### config.mk
export PLATFORM = sky130hd
export DESIGN_NAME = mock_fe_trace_flat
export DESIGN_NICKNAME = d
export VERILOG_FILES = /design/src/rtl/mock_fe_trace_if.sv /design/src/rtl/mock_fe_trace.sv /design/src/flat_wrapper.sv
export SDC_FILE = /design/constraint.sdc
export NUM_CORES = 1
export LEC_CHECK = 0
export CORE_AREA = 2 2 164 166
export CTS_BUF_LIST = sky130_fd_sc_hd__clkbuf_4 sky130_fd_sc_hd__clkbuf_8 sky130_fd_sc_hd__clkbuf_16
export DETAILED_ROUTE_END_ITERATION = 12
export DIE_AREA = 0 0 166 168
export DONT_BUFFER_PORTS = 1
export PLACE_DENSITY_LB_ADDON = 0.1
export SLEW_MARGIN = 10
export SYNTH_ARGS = -nofsm -noshare
export SYNTH_HDL_FRONTEND = slang
export SYNTH_SLANG_ARGS = --single-unit
### constraint.sdc
create_clock -name clk_i -period 2.75 [get_ports clk_i]
set_input_delay 0.275 -clock clk_i [delete_from_list [all_inputs] [get_ports clk_i]]
set_output_delay 0.275 -clock clk_i [all_outputs]
set_load 0.005 [all_outputs]
### src/rtl/mock_fe_trace_if.sv
// Bundles the three handshake channels of the mock front end: the fetch
// message toward the FE queue FIFO, the command from the back end, and the
// record/echo pair with the trace-replay node.
//
// Handshake rules, identical on every channel:
//   *_v  / *_ready : a transfer happens on a rising edge where both are 1.
//                    The producer holds data stable while v=1 and ready=0.
//                    The FE queue output is ready-then-valid: fe_queue_v_o is
//                    asserted only while fe_queue_ready_i is 1.
//   *_v  / *_yumi  : the consumer raises yumi only when v is 1, and the
//                    transfer happens on that edge.
//
// Field layouts (LSB first):
//   fe_queue : [M-1:0] branch_metadata_fwd, [M+31:M] instr,
//              [M+32+V-1:M+32] pc, [MSB] msg_type (0 = e_fe_fetch)
//   fe_cmd   : [V-1:0] pc, [V+2:V] opcode, remaining bits are operands
//   trace in : [31:0] instr, [V+31:32] pc, upper bits ignored
//   trace out: [V-1:0] pc operand, [V+2:V] opcode, upper bits 0
interface mock_fe_trace_if #(
  parameter int vaddr_width_p               = 39,
  parameter int paddr_width_p               = 56,
  parameter int asid_width_p                = 10,
  parameter int branch_metadata_fwd_width_p = 8,
  parameter int trace_ring_width_p          = 72
);
  localparam int fe_queue_width_lp = 1 + vaddr_width_p + 32 + branch_metadata_fwd_width_p;
  localparam int fe_cmd_width_lp   = 3 + vaddr_width_p + paddr_width_p + asid_width_p
                                     + branch_metadata_fwd_width_p;

  logic [fe_queue_width_lp-1:0]  fe_queue_o;
  logic                          fe_queue_v_o;
  logic                          fe_queue_ready_i;
  logic [fe_cmd_width_lp-1:0]    fe_cmd_i;
  logic                          fe_cmd_v_i;
  logic                          fe_cmd_yumi_o;
  logic [trace_ring_width_p-1:0] trace_data_i;
  logic                          trace_v_i;
  logic                          trace_yumi_o;
  logic [trace_ring_width_p-1:0] trace_data_o;
  logic                          trace_v_o;
  logic                          trace_ready_i;

  // Mock front end side
  modport master (
    output fe_queue_o, fe_queue_v_o, input fe_queue_ready_i,
    input  fe_cmd_i, fe_cmd_v_i, output fe_cmd_yumi_o,
    input  trace_data_i, trace_v_i, output trace_yumi_o,
    output trace_data_o, trace_v_o, input trace_ready_i
  );

  // Back end / FIFO / trace node side
  modport slave (
    input  fe_queue_o, fe_queue_v_o, output fe_queue_ready_i,
    output fe_cmd_i, fe_cmd_v_i, input fe_cmd_yumi_o,
    output trace_data_i, trace_v_i, input trace_yumi_o,
    input  trace_data_o, trace_v_o, output trace_ready_i
  );
endinterface

### src/rtl/mock_fe_trace.sv
// Trace-driven front end stand-in. Pulls (pc, instr) records from the trace
// node, presents each as a fetch message, and lets back-end commands squash
// the held record; every accepted command is echoed back to the trace node.
// Record continuity is checked against the expected next pc (sticky error).
module mock_fe_trace #(
  parameter int vaddr_width_p               = 39,
  parameter int paddr_width_p               = 56,
  parameter int asid_width_p                = 10,
  parameter int branch_metadata_fwd_width_p = 8,
  parameter int trace_ring_width_p          = 72,
  parameter logic [vaddr_width_p-1:0] bp_first_pc_p = vaddr_width_p'(32'h8000_0000)
) (
  input  logic        clk_i,
  input  logic        reset_i,
  mock_fe_trace_if.master bus,
  output logic [31:0] fetch_cnt_o,
  output logic [31:0] squash_cnt_o,
  output logic        error_o,
  output logic [1:0]  dbg_state_o
);
  localparam int V  = vaddr_width_p;
  localparam int M  = branch_metadata_fwd_width_p;
  localparam int QW = 1 + V + 32 + M;
  localparam int CW = 3 + V + paddr_width_p + asid_width_p + M;

  localparam logic [2:0] OP_STATE_RESET = 3'd0;
  localparam logic [2:0] OP_PC_REDIRECT = 3'd1;

  typedef enum logic [1:0] {e_wait = 2'd0, e_emit = 2'd1, e_report = 2'd2} state_e;

  state_e                  r_state, w_state_n;
  logic [V-1:0]            r_pc, r_exp_pc, r_cmd_pc;
  logic [31:0]             r_instr, r_fetch_cnt, r_squash_cnt;
  logic [2:0]              r_op;
  logic                    r_error;

  logic [CW-1:0]           w_cmd;
  logic [V-1:0]            w_cmd_pc, w_trace_pc;
  logic [2:0]              w_cmd_op;
  logic [31:0]             w_trace_instr;
  logic                    w_cmd_yumi, w_trace_yumi, w_fetch_v;
  logic [QW-1:0]           w_fe_queue;
  logic [trace_ring_width_p-1:0] w_echo;

  assign w_cmd         = bus.fe_cmd_i;
  assign w_cmd_pc      = w_cmd[V-1:0];
  assign w_cmd_op      = w_cmd[V+2:V];
  assign w_trace_instr = bus.trace_data_i[31:0];
  assign w_trace_pc    = bus.trace_data_i[V+31:32];

  // Command operands and spare trace bits carry nothing this block needs.
  wire w_unused = ^{w_cmd, bus.trace_data_i};

  // Next state and handshakes; a pending command beats trace consume and fetch emit.
  always_comb begin
    w_state_n    = r_state;
    w_cmd_yumi   = 1'b0;
    w_trace_yumi = 1'b0;
    w_fetch_v    = 1'b0;
    case (r_state)
      e_wait: begin
        w_cmd_yumi   = bus.fe_cmd_v_i;
        w_trace_yumi = bus.trace_v_i & ~bus.fe_cmd_v_i;
        if (bus.fe_cmd_v_i)     w_state_n = e_report;
        else if (bus.trace_v_i) w_state_n = e_emit;
      end
      e_emit: begin
        w_cmd_yumi = bus.fe_cmd_v_i;
        w_fetch_v  = bus.fe_queue_ready_i & ~bus.fe_cmd_v_i;
        if (bus.fe_cmd_v_i)            w_state_n = e_report;
        else if (bus.fe_queue_ready_i) w_state_n = e_wait;
      end
      e_report: begin
        if (bus.trace_ready_i) w_state_n = e_wait;
      end
      default: w_state_n = e_wait;
    endcase
    if (reset_i) begin
      w_cmd_yumi   = 1'b0;
      w_trace_yumi = 1'b0;
      w_fetch_v    = 1'b0;
    end
  end

  // State register.
  always_ff @(posedge clk_i) begin
    if (reset_i) r_state <= e_wait;
    else         r_state <= w_state_n;
  end

  // Held record, latched command, expected pc, counters and sticky error.
  always_ff @(posedge clk_i) begin
    if (reset_i) begin
      r_pc         <= '0;
      r_instr      <= '0;
      r_cmd_pc     <= '0;
      r_op         <= '0;
      r_exp_pc     <= bp_first_pc_p;
      r_fetch_cnt  <= '0;
      r_squash_cnt <= '0;
      r_error      <= 1'b0;
    end else begin
      if (w_trace_yumi) begin
        r_pc    <= w_trace_pc;
        r_instr <= w_trace_instr;
        if (w_trace_pc != r_exp_pc) r_error <= 1'b1;
      end
      if (w_fetch_v) begin
        r_exp_pc <= r_pc + V'(4);
        if (r_fetch_cnt != 32'hFFFF_FFFF) r_fetch_cnt <= r_fetch_cnt + 32'd1;
      end
      if (w_cmd_yumi) begin
        r_cmd_pc <= w_cmd_pc;
        r_op     <= w_cmd_op;
        // A held record is thrown away and must be replayed by the trace.
        if (r_state == e_emit && r_squash_cnt != 32'hFFFF_FFFF)
          r_squash_cnt <= r_squash_cnt + 32'd1;
        if (w_cmd_op == OP_PC_REDIRECT || w_cmd_op == OP_STATE_RESET)
          r_exp_pc <= w_cmd_pc;
      end
    end
  end

  // Fetch message and command echo assembly.
  always_comb begin
    w_fe_queue                = '0;
    w_fe_queue[M+31:M]        = r_instr;
    w_fe_queue[M+32+V-1:M+32] = r_pc;
    w_fe_queue[QW-1]          = 1'b0;  // e_fe_fetch
    w_echo                    = '0;
    w_echo[V-1:0]             = r_cmd_pc;
    w_echo[V+2:V]             = r_op;
  end

  assign bus.fe_queue_o    = w_fe_queue;
  assign bus.fe_queue_v_o  = w_fetch_v;
  assign bus.fe_cmd_yumi_o = w_cmd_yumi;
  assign bus.trace_yumi_o  = w_trace_yumi;
  assign bus.trace_data_o  = w_echo;
  assign bus.trace_v_o     = (r_state == e_report);

  assign fetch_cnt_o  = r_fetch_cnt;
  assign squash_cnt_o = r_squash_cnt;
  assign error_o      = r_error;
  assign dbg_state_o  = r_state;
endmodule

### src/flat_wrapper.sv
// flat-port wrapper written by rule: the top's interface ports become plain ports
module mock_fe_trace_flat 
#(
  parameter int vaddr_width_p               = 39,
  parameter int paddr_width_p               = 56,
  parameter int asid_width_p                = 10,
  parameter int branch_metadata_fwd_width_p = 8,
  parameter int trace_ring_width_p          = 72,
  parameter logic [vaddr_width_p-1:0] bp_first_pc_p = vaddr_width_p'(32'h8000_0000)
)
  (clk_i, reset_i, fetch_cnt_o, squash_cnt_o, error_o, dbg_state_o, bus_fe_queue_o, bus_fe_queue_v_o, bus_fe_queue_ready_i, bus_fe_cmd_i, bus_fe_cmd_v_i, bus_fe_cmd_yumi_o, bus_trace_data_i, bus_trace_v_i, bus_trace_yumi_o, bus_trace_data_o, bus_trace_v_o, bus_trace_ready_i);
  mock_fe_trace_if #(.vaddr_width_p(vaddr_width_p), .paddr_width_p(paddr_width_p), .asid_width_p(asid_width_p), .branch_metadata_fwd_width_p(branch_metadata_fwd_width_p), .trace_ring_width_p(trace_ring_width_p)) bus_i ();
  input  logic clk_i;
  input  logic reset_i;
  output logic [31:0] fetch_cnt_o;
  output logic [31:0] squash_cnt_o;
  output logic error_o;
  output logic [1:0] dbg_state_o;
  output wire logic [$bits(bus_i.fe_queue_o)-1:0] bus_fe_queue_o;
  output wire logic [$bits(bus_i.fe_queue_v_o)-1:0] bus_fe_queue_v_o;
  input wire logic [$bits(bus_i.fe_queue_ready_i)-1:0] bus_fe_queue_ready_i;
  input wire logic [$bits(bus_i.fe_cmd_i)-1:0] bus_fe_cmd_i;
  input wire logic [$bits(bus_i.fe_cmd_v_i)-1:0] bus_fe_cmd_v_i;
  output wire logic [$bits(bus_i.fe_cmd_yumi_o)-1:0] bus_fe_cmd_yumi_o;
  input wire logic [$bits(bus_i.trace_data_i)-1:0] bus_trace_data_i;
  input wire logic [$bits(bus_i.trace_v_i)-1:0] bus_trace_v_i;
  output wire logic [$bits(bus_i.trace_yumi_o)-1:0] bus_trace_yumi_o;
  output wire logic [$bits(bus_i.trace_data_o)-1:0] bus_trace_data_o;
  output wire logic [$bits(bus_i.trace_v_o)-1:0] bus_trace_v_o;
  input wire logic [$bits(bus_i.trace_ready_i)-1:0] bus_trace_ready_i;
  assign bus_fe_queue_o = bus_i.fe_queue_o;
  assign bus_fe_queue_v_o = bus_i.fe_queue_v_o;
  assign bus_i.fe_queue_ready_i = bus_fe_queue_ready_i;
  assign bus_i.fe_cmd_i = bus_fe_cmd_i;
  assign bus_i.fe_cmd_v_i = bus_fe_cmd_v_i;
  assign bus_fe_cmd_yumi_o = bus_i.fe_cmd_yumi_o;
  assign bus_i.trace_data_i = bus_trace_data_i;
  assign bus_i.trace_v_i = bus_trace_v_i;
  assign bus_trace_yumi_o = bus_i.trace_yumi_o;
  assign bus_trace_data_o = bus_i.trace_data_o;
  assign bus_trace_v_o = bus_i.trace_v_o;
  assign bus_i.trace_ready_i = bus_trace_ready_i;
  mock_fe_trace #(.vaddr_width_p(vaddr_width_p), .paddr_width_p(paddr_width_p), .asid_width_p(asid_width_p), .branch_metadata_fwd_width_p(branch_metadata_fwd_width_p), .trace_ring_width_p(trace_ring_width_p), .bp_first_pc_p(bp_first_pc_p)) u_core (.clk_i(clk_i), .reset_i(reset_i), .bus(bus_i), .fetch_cnt_o(fetch_cnt_o), .squash_cnt_o(squash_cnt_o), .error_o(error_o), .dbg_state_o(dbg_state_o));
endmodule
==> flow_metrics.py, run 1 <==
metrics = {
    "run_status": {
        "status": "completed",
    },
    "critical_path": {
        "slowest_stage": "dlygate4sd3_1",
        "crit_type": "reg2reg",
        "worst_ep_arrival_time_ns": 3.12,
        "crit_buf_inv": 3,
        "cp_top_family": "simple AND/OR/NAND/NOR gates",
        "worstPathMaxFanout": 15,
        "cp.depth": 8,
        "cp.required_ns": 3.24,
        "r2r_cells": 8,
        "crit_path_end_kind": "register",
        "worstPathCellList": "or4b_1 > or2_4 > clkinv_8 > o31ai_2 > buf_4 > or4_1 > a21oi_1 > dlygate4sd3_1",
        "worst_setup_path_start_kind": "register",
        "slowest_delay_ns": 0.56,
    },
    "final_layout": {
        "multiInputGateArea_um2": 5280,
        "fin_nets": 1601,
        "num-fill-cells": 2607,
        "diodes": 0,
        "stdcell_count": 1763,
        "register_area_um2": 4390,
        "final_core_util": 0.489,
        "areaGrowthSynthToFinish_pct": 27.0,
        "drive_gt1_frac": 0.0788,
    },
    "route": {
        "routedWlPerCell_um": 19.6,
        "post-route-drc-count": 0,
        "vias": 9669,
        "drtPass1Iterations": 5,
        "ant_nets": 0,
        "totalWireLength_um": 34600,
        "dr.first_iter.drc_count": 491,
        "via_per_inst": 5.48,
    },
    "global_route": {
        "grt_max_degree": 143,
        "grt_pass1_vias": 9393,
        "grt_util_all_layers": 0.238,
        "antenna_found_initial": 0,
        "grt_overflow": 0,
        "grt_pass1_wl_um": 53500,
    },
    "clocking": {
        "clkSlewWorstSetupHoldPaths_ns": 0.06,
        "insertion_delay_ns": 0.54,
        "cts-htree-levels": 1,
        "clock_sinks": 219,
        "cts_buffers": 26,
        "cts_root_buf": "clkbuf_16",
        "clk_path_buf_depth": 3,
        "cts_tree": "built",
    },
    "job": {
        "drv_cap": 0,
    },
    "power_and_ir_drop": {
        "switching_share": 0.237,
        "p_comb_frac": 0.077,
        "sequentialPowerShare": 0.438,
        "ir_drop_mv": 0.519,
        "switching_power_mw": 1.83,
        "intPower_mw": 5.89,
        "power-per-cell-area_nw_per_um2": 599,
        "leakage_nw": 4.51,
        "p_clk_frac": 0.485,
    },
    "sta": {
        "rsz0062_at_grt": "false",
        "timing.fmax_ghz": 0.379,
        "min_period_over_period": 0.958,
        "relSlewSlack": 0.467,
        "tns_ns": 0,
        "hold_viol": 0,
        "tightestPinTransition_ns": 0.796,
        "hold-worst-slack_ns": 0.0355,
        "finClkSkew_ns": 0.0153,
        "maxSlewViolCount": 0,
        "fin_crit_ns": 2.64,
        "setup_violations": 0,
    },
    "synth": {
        "synth_area_um2": 10200,
        "synth_cell_type_count": 63,
        "synth_top_flop_cell": "dfxtp_1",
        "syn_inst": 1273,
        "synth_edf_count": 0,
        "seq_area_frac_synth": 0.432,
        "yosys_warnings": 0,
        "synth.avg_cell_area_um2": 7.98,
        "ys_ff_latch": 219,
        "async_flop_share": 0,
    },
    "placed_design": {
        "dp_hpwl_um": 22000,
        "portBuffers": 0,
        "dp.cells": 1565,
        "gp_congestion": 0.778,
    },
    "die": {
        "die_x_um": 166,
        "start_util": 0.385,
        "dieArea_um2": 27900,
        "core_area_um2": 26400,
        "rows": 60,
        "ioPinCount": 417,
        "fp.dieH_um": 168,
    },
    "worst_hold_path": {
        "hold_depth": 3,
        "worst_hold_path_type": "in2reg",
    },
}
## synth_stat cells (5+ instances only)
cell type	count	area share
nor2b_1	10	0.0062
o221ai_1	5	0.0043
or3_1	24	0.015
and4_1	14	0.012
o31ai_1	15	0.011
o211ai_1	7	0.0052
xnor2_1	71	0.061
clkbuf_1	61	0.023
nor3_1	23	0.011
buf_4	39	0.029
or4_1	21	0.016
nand4_1	28	0.017
and3_1	9	0.0055
a22oi_1	10	0.0074
nor4_1	19	0.012
a32oi_1	5	0.0043
nor2_1	48	0.018
buf_1	7	0.0026
xor2_1	10	0.0086
a21oi_1	164	0.081
dfxtp_1	219	0.43
nand3_1	37	0.018
a211oi_1	7	0.0052
o22ai_1	9	0.0055
o21ai_0	41	0.020
buf_2	10	0.0049
inv_1	16	0.0059
nand2_1	284	0.11
mux2_2	6	0.0067
## cells by family (layout without fill, tap and decap cells)
group,Yosys count,after routing,share of synthesized area
AO/OA/AOI/OAI,286,286,0.164
XOR/XNOR,81,81,0.0699
adder cells (fa/ha/maj),3,3,0.00370
buffers and inverters,136,247,0.0672
flip-flops,219,219,0.432
multiplexers,11,11,0.0117
other,1,39,0.000369
AND/OR/NAND/NOR,536,536,0.251
## cells in the final DEF (no fill, tap or decap), types with 5 or more instances in the layout
| cell type | n |
|---|---|
| nor3_1 | 21 |
| clkbuf_8 | 7 |
| and3_1 | 9 |
| nor2b_1 | 9 |
| or3_1 | 23 |
| a22oi_1 | 10 |
| o221ai_1 | 5 |
| nor2_1 | 47 |
| nand4_1 | 28 |
| inv_1 | 16 |
| dlygate4sd3_1 | 149 |
| clkbuf_16 | 26 |
| dfxtp_1 | 216 |
| clkbuf_4 | 5 |
| nand3_1 | 35 |
| a21oi_1 | 164 |
| mux2_2 | 6 |
| o22ai_1 | 9 |
| a32oi_1 | 5 |
| o21ai_0 | 41 |
| conb_1 | 39 |
| and4_1 | 12 |
| a211oi_1 | 7 |
| o31ai_1 | 15 |
| nor4_1 | 18 |
| or4_1 | 21 |
| xor2_1 | 10 |
| nand2_1 | 284 |
| buf_4 | 31 |
| o211ai_1 | 7 |
| xnor2_1 | 71 |
## worst paths after layout
check,startpoint,endpoint,slack (ns)
max,u_core.dbg_state_o[1],u_core.fetch_cnt_o[6],0.11
min,bus_fe_cmd_i[32],u_core.r_exp_pc[32],0.04
max reg2reg,u_core.dbg_state_o[1],u_core.fetch_cnt_o[6],0.11
min reg2reg,u_core.r_cmd_pc[17],u_core.r_cmd_pc[17],0.47
## flip-flops by register name, indices dropped and copies added (netlist names)
| name | flops |
|---|---|
| u_core.r_cmd_pc | 39 |
| u_core.r_exp_pc | 39 |
| u_core.r_pc | 39 |
| u_core.fetch_cnt_o | 32 |
| u_core.r_instr | 32 |
| u_core.squash_cnt_o | 32 |
| u_core.r_op | 3 |
| u_core.dbg_state_o | 2 |
| u_core.error_o | 1 |
## power by group through the flow
stage	clock network, mW	registers, mW	logic (mW)
detailed placement	0	3.45	0.394
finish	3.75	3.38	0.594
global placement	0	3.45	0.387
global route	3.93	3.40	0.655
floorplan	0	3.43	0.354
CTS	3.81	3.38	0.591
## timing repair
action / 4_1_cts / 5_1_grt
endpoints found under the setup margin: 0 / 14
hold buffers: 150 / 0
endpoints found under the hold margin: 216 / 0
gates resized for setup: 0 / 12
buffers inserted: 0 / 1
## tightest hold or removal path, cell delays in order
cell,delay [ns]
a32o_1,0.10
a21oi_1,0.04
o22ai_1,0.12
## through the flow
stage          setup WS, ns  instance area, µm²  total power [mW]
3_5_place_dp          0.410               10400              3.85
5_1_grt             0.00105               12900              7.98
2_1_floorplan         0.607               10300              3.78
3_3_place_gp          0.442               10400              3.84
4_1_cts              0.0504               12800              7.79
6_report              0.115               12900              7.72
## metal layers
metal,wire length [µm],global-route usage,vias to the layer above
met3,2660,0.0651,56
met4,880,0.0677,0
met2,16900,0.417,325
li1,-,-,4651
met1,14100,0.287,4637
met5,0,0,-
## area by class of cell
type	count	share of cell area
multi-input cells	956	0.410
clock buffers	38	0.0609
repair inverters	1	0.000679
inverters	18	0.00621
flip-flops and latches	219	0.340
repair buffers	182	0.137
clock inverters	8	0.0117
well taps	341	0.0331
(Power assumes the default switching activity.)
==> run 2: changes to the inputs <==
BUFFER_PORTS_ARGS = -buffer_cell sky130_fd_sc_hd__buf_4   (was unset)
CORE_AREA = 2 2 161 163   (was 2 2 164 166)
DIE_AREA = 0 0 163 165   (was 0 0 166 168)
DONT_BUFFER_PORTS = unset   (was 1)
==> run 2 against run 1 <==
First-iteration DRC count increased by 34%. Non-clock buffer count increased by 223. Via count increased by 5.6%. Die area decreased by 3.6%. Count of clock-buffer cells in the layout decreased by 1. Register-to-register slack improved by 0.30 ns. Routed wire length decreased by 3.6%. Global-route usage increased by 0.13 points. Critical endpoint is now bus_fe_queue_v_o.
==> flow_metrics.py, run 2 (synthesis results as in run 1) <==
metrics = {
    "run_status": {
        "status": "completed",
    },
    "critical_path": {
        "crit_path_end_kind": "output pin",
        "worst_ep_arrival_time_ns": 2.26,
        "cp.required_ns": 2.48,
        "worstPathCellList": "or4b_1 > or2_4 > clkinv_4 > buf_6 > buf_4",
        "worst_setup_path_start_kind": "register",
        "cp_top_family": "simple AND/OR/NAND/NOR gates",
        "slowest_stage": "dfxtp_1",
        "crit_type": "reg2out",
        "worstPathMaxFanout": 29,
        "crit_buf_inv": 3,
        "slowest_delay_ns": 0.47,
    },
    "final_layout": {
        "areaGrowthSynthToFinish_pct": 41.3,
        "fin_nets": 1823,
        "register_area_um2": 4380,
        "drive_gt1_frac": 0.242,
        "reg.largest.list": "u_core.r_cmd_pc x39, u_core.r_exp_pc x39, u_core.r_pc x39",
        "num-fill-cells": 2352,
        "mostFrequentLayoutCell": "buf_4",
        "multiInputGateArea_um2": 5250,
        "final_cell_mix": "323 x buf_4, 284 x nand2_1, 219 x dfxtp_1",
    },
    "route": {
        "route.met3.wl_um": 2100,
        "highest_layer": "met4",
        "totalWireLength_um": 33400,
        "wl_met1_um": 14500,
        "drtPass1Iterations": 5,
        "via_per_inst": 5.16,
        "ant_nets": 0,
        "routedWlPerCell_um": 16.9,
        "dr.first_iter.drc_count": 658,
        "vias": 10200,
        "post-route-drc-count": 0,
        "wl_met2_um": 15700,
    },
    "power_and_ir_drop": {
        "leakage_nw": 5.56,
        "p_comb_frac": 0.105,
        "intPower_mw": 6.08,
        "ir_drop_mv": 0.377,
        "sequentialPowerShare": 0.422,
        "p_clk_frac": 0.473,
        "power-per-cell-area_nw_per_um2": 555,
        "switching_share": 0.237,
        "switching_power_mw": 1.89,
        "p_total_mw": 7.97,
    },
    "clocking": {
        "cts_root_buf": "clkbuf_16",
        "clock_sinks": 219,
        "insertion_delay_ns": 0.54,
        "cts_buffers": 26,
        "cts_tree": "built",
        "clk_path_buf_depth": 3,
        "cts-htree-levels": 1,
        "clkSlewWorstSetupHoldPaths_ns": 0.06,
    },
    "sta": {
        "tightestPinTransition_ns": 0.849,
        "rsz0062_at_grt": "false",
        "hold_viol": 0,
        "setup_violations": 0,
        "finClkSkew_ns": 0.0281,
        "hold-worst-slack_ns": 0.0166,
        "maxSlewViolCount": 0,
        "fin_crit_ns": 2.53,
        "min_period_over_period": 0.921,
        "timing.fmax_ghz": 0.395,
        "tns_ns": 0,
        "relSlewSlack": 0.434,
    },
    "die": {
        "ioPinCount": 417,
        "rows": 58,
        "fp.dieH_um": 165,
        "dieArea_um2": 26900,
        "die_x_um": 163,
        "core_area_um2": 25000,
        "start_util": 0.405,
    },
    "global_route": {
        "grt_overflow": 0,
        "grt_pass1_vias": 9547,
        "antenna_found_initial": 1,
        "grt_max_degree": 169,
        "grt_pass1_wl_um": 51800,
        "grt_util_all_layers": 0.239,
    },
    "placed_design": {
        "gp_congestion": 0.800,
        "portBuffers": 302,
        "dp_hpwl_um": 22800,
    },
    "worst_hold_path": {
        "worst_hold_path_type": "in2reg",
    },
    "job": {
        "drv_cap": 0,
    },
}
[run 2: cell types whose count changed in the layout (fill, tap and decap cells not counted), sizes merged]
cell and delta:
clkinv +2, diode +1, inv -1, clkinvlp +1
buf +294, clkbuf -1, dlygate4sd3 -71
[run 2: worst paths after layout]
check                                            from             endpoint  slack [ns]  cells after the start
worst min register to register    u_core.r_cmd_pc[32]  u_core.r_cmd_pc[32]        0.45                      2
worst min-delay path             bus_trace_data_i[33]       u_core.r_pc[1]        0.02                      3
worst max register to register  u_core.dbg_state_o[0]  u_core.r_exp_pc[30]        0.41                      6
worst max-delay path            u_core.dbg_state_o[0]     bus_fe_queue_v_o        0.22                      5
[run 2: per-layer routing]
| metal | vias to the layer above | GRT usage |
|---|---|---|
| met5 | - | 0 |
| met4 | 0 | 0.0853 |
| met3 | 61 | 0.0457 |
| met2 | 323 | 0.396 |
| met1 | 4733 | 0.312 |
| li1 | 5090 | - |
[run 2: timing repair]
action	CTS	global route
hold buffers	78	0
hold endpoints to repair	90	0
buffers inserted	0	0
gates resized for setup	0	1
endpoints found under the setup margin	0	1
[run 2: layout make-up]
class,instances,share of cell area
Tap cell,330,0.0288
Clock inverter,11,0.0110
Timing Repair Buffer,405,0.228
Multi-Input combinational cell,956,0.366
Clock buffer,37,0.0554
Inverter,18,0.00506
Sequential cell,219,0.306
Antenna cell,1,0.000174
[run 2: power by group through the flow]
stage | Combinational [mW] | Sequential [mW] | Clock, mW
3_3_place_gp | 0.739 | 3.43 | 0
4_1_cts | 0.837 | 3.36 | 3.84
2_1_floorplan | 0.354 | 3.43 | 0
5_1_grt | 0.911 | 3.38 | 3.98
6_report | 0.833 | 3.36 | 3.77
3_5_place_dp | 0.744 | 3.43 | 0
[run 2: stage by stage]
step	setup WS [ns]	area (µm²)	util	instances
final	0.219	14300	0.573	1977
after global routing	0.0954	14300	0.573	1977
after CTS	0.118	14300	0.573	1976
after detailed placement	0.396	12600	0.504	1850
after global placement	0.415	12600	0.504	1850
after floorplan	0.607	10300	-	1311
[run 2: worst min-delay path: stages]
cell	delay, ns
buf_4	0.12
nand2_1	0.05
a21oi_1	0.05
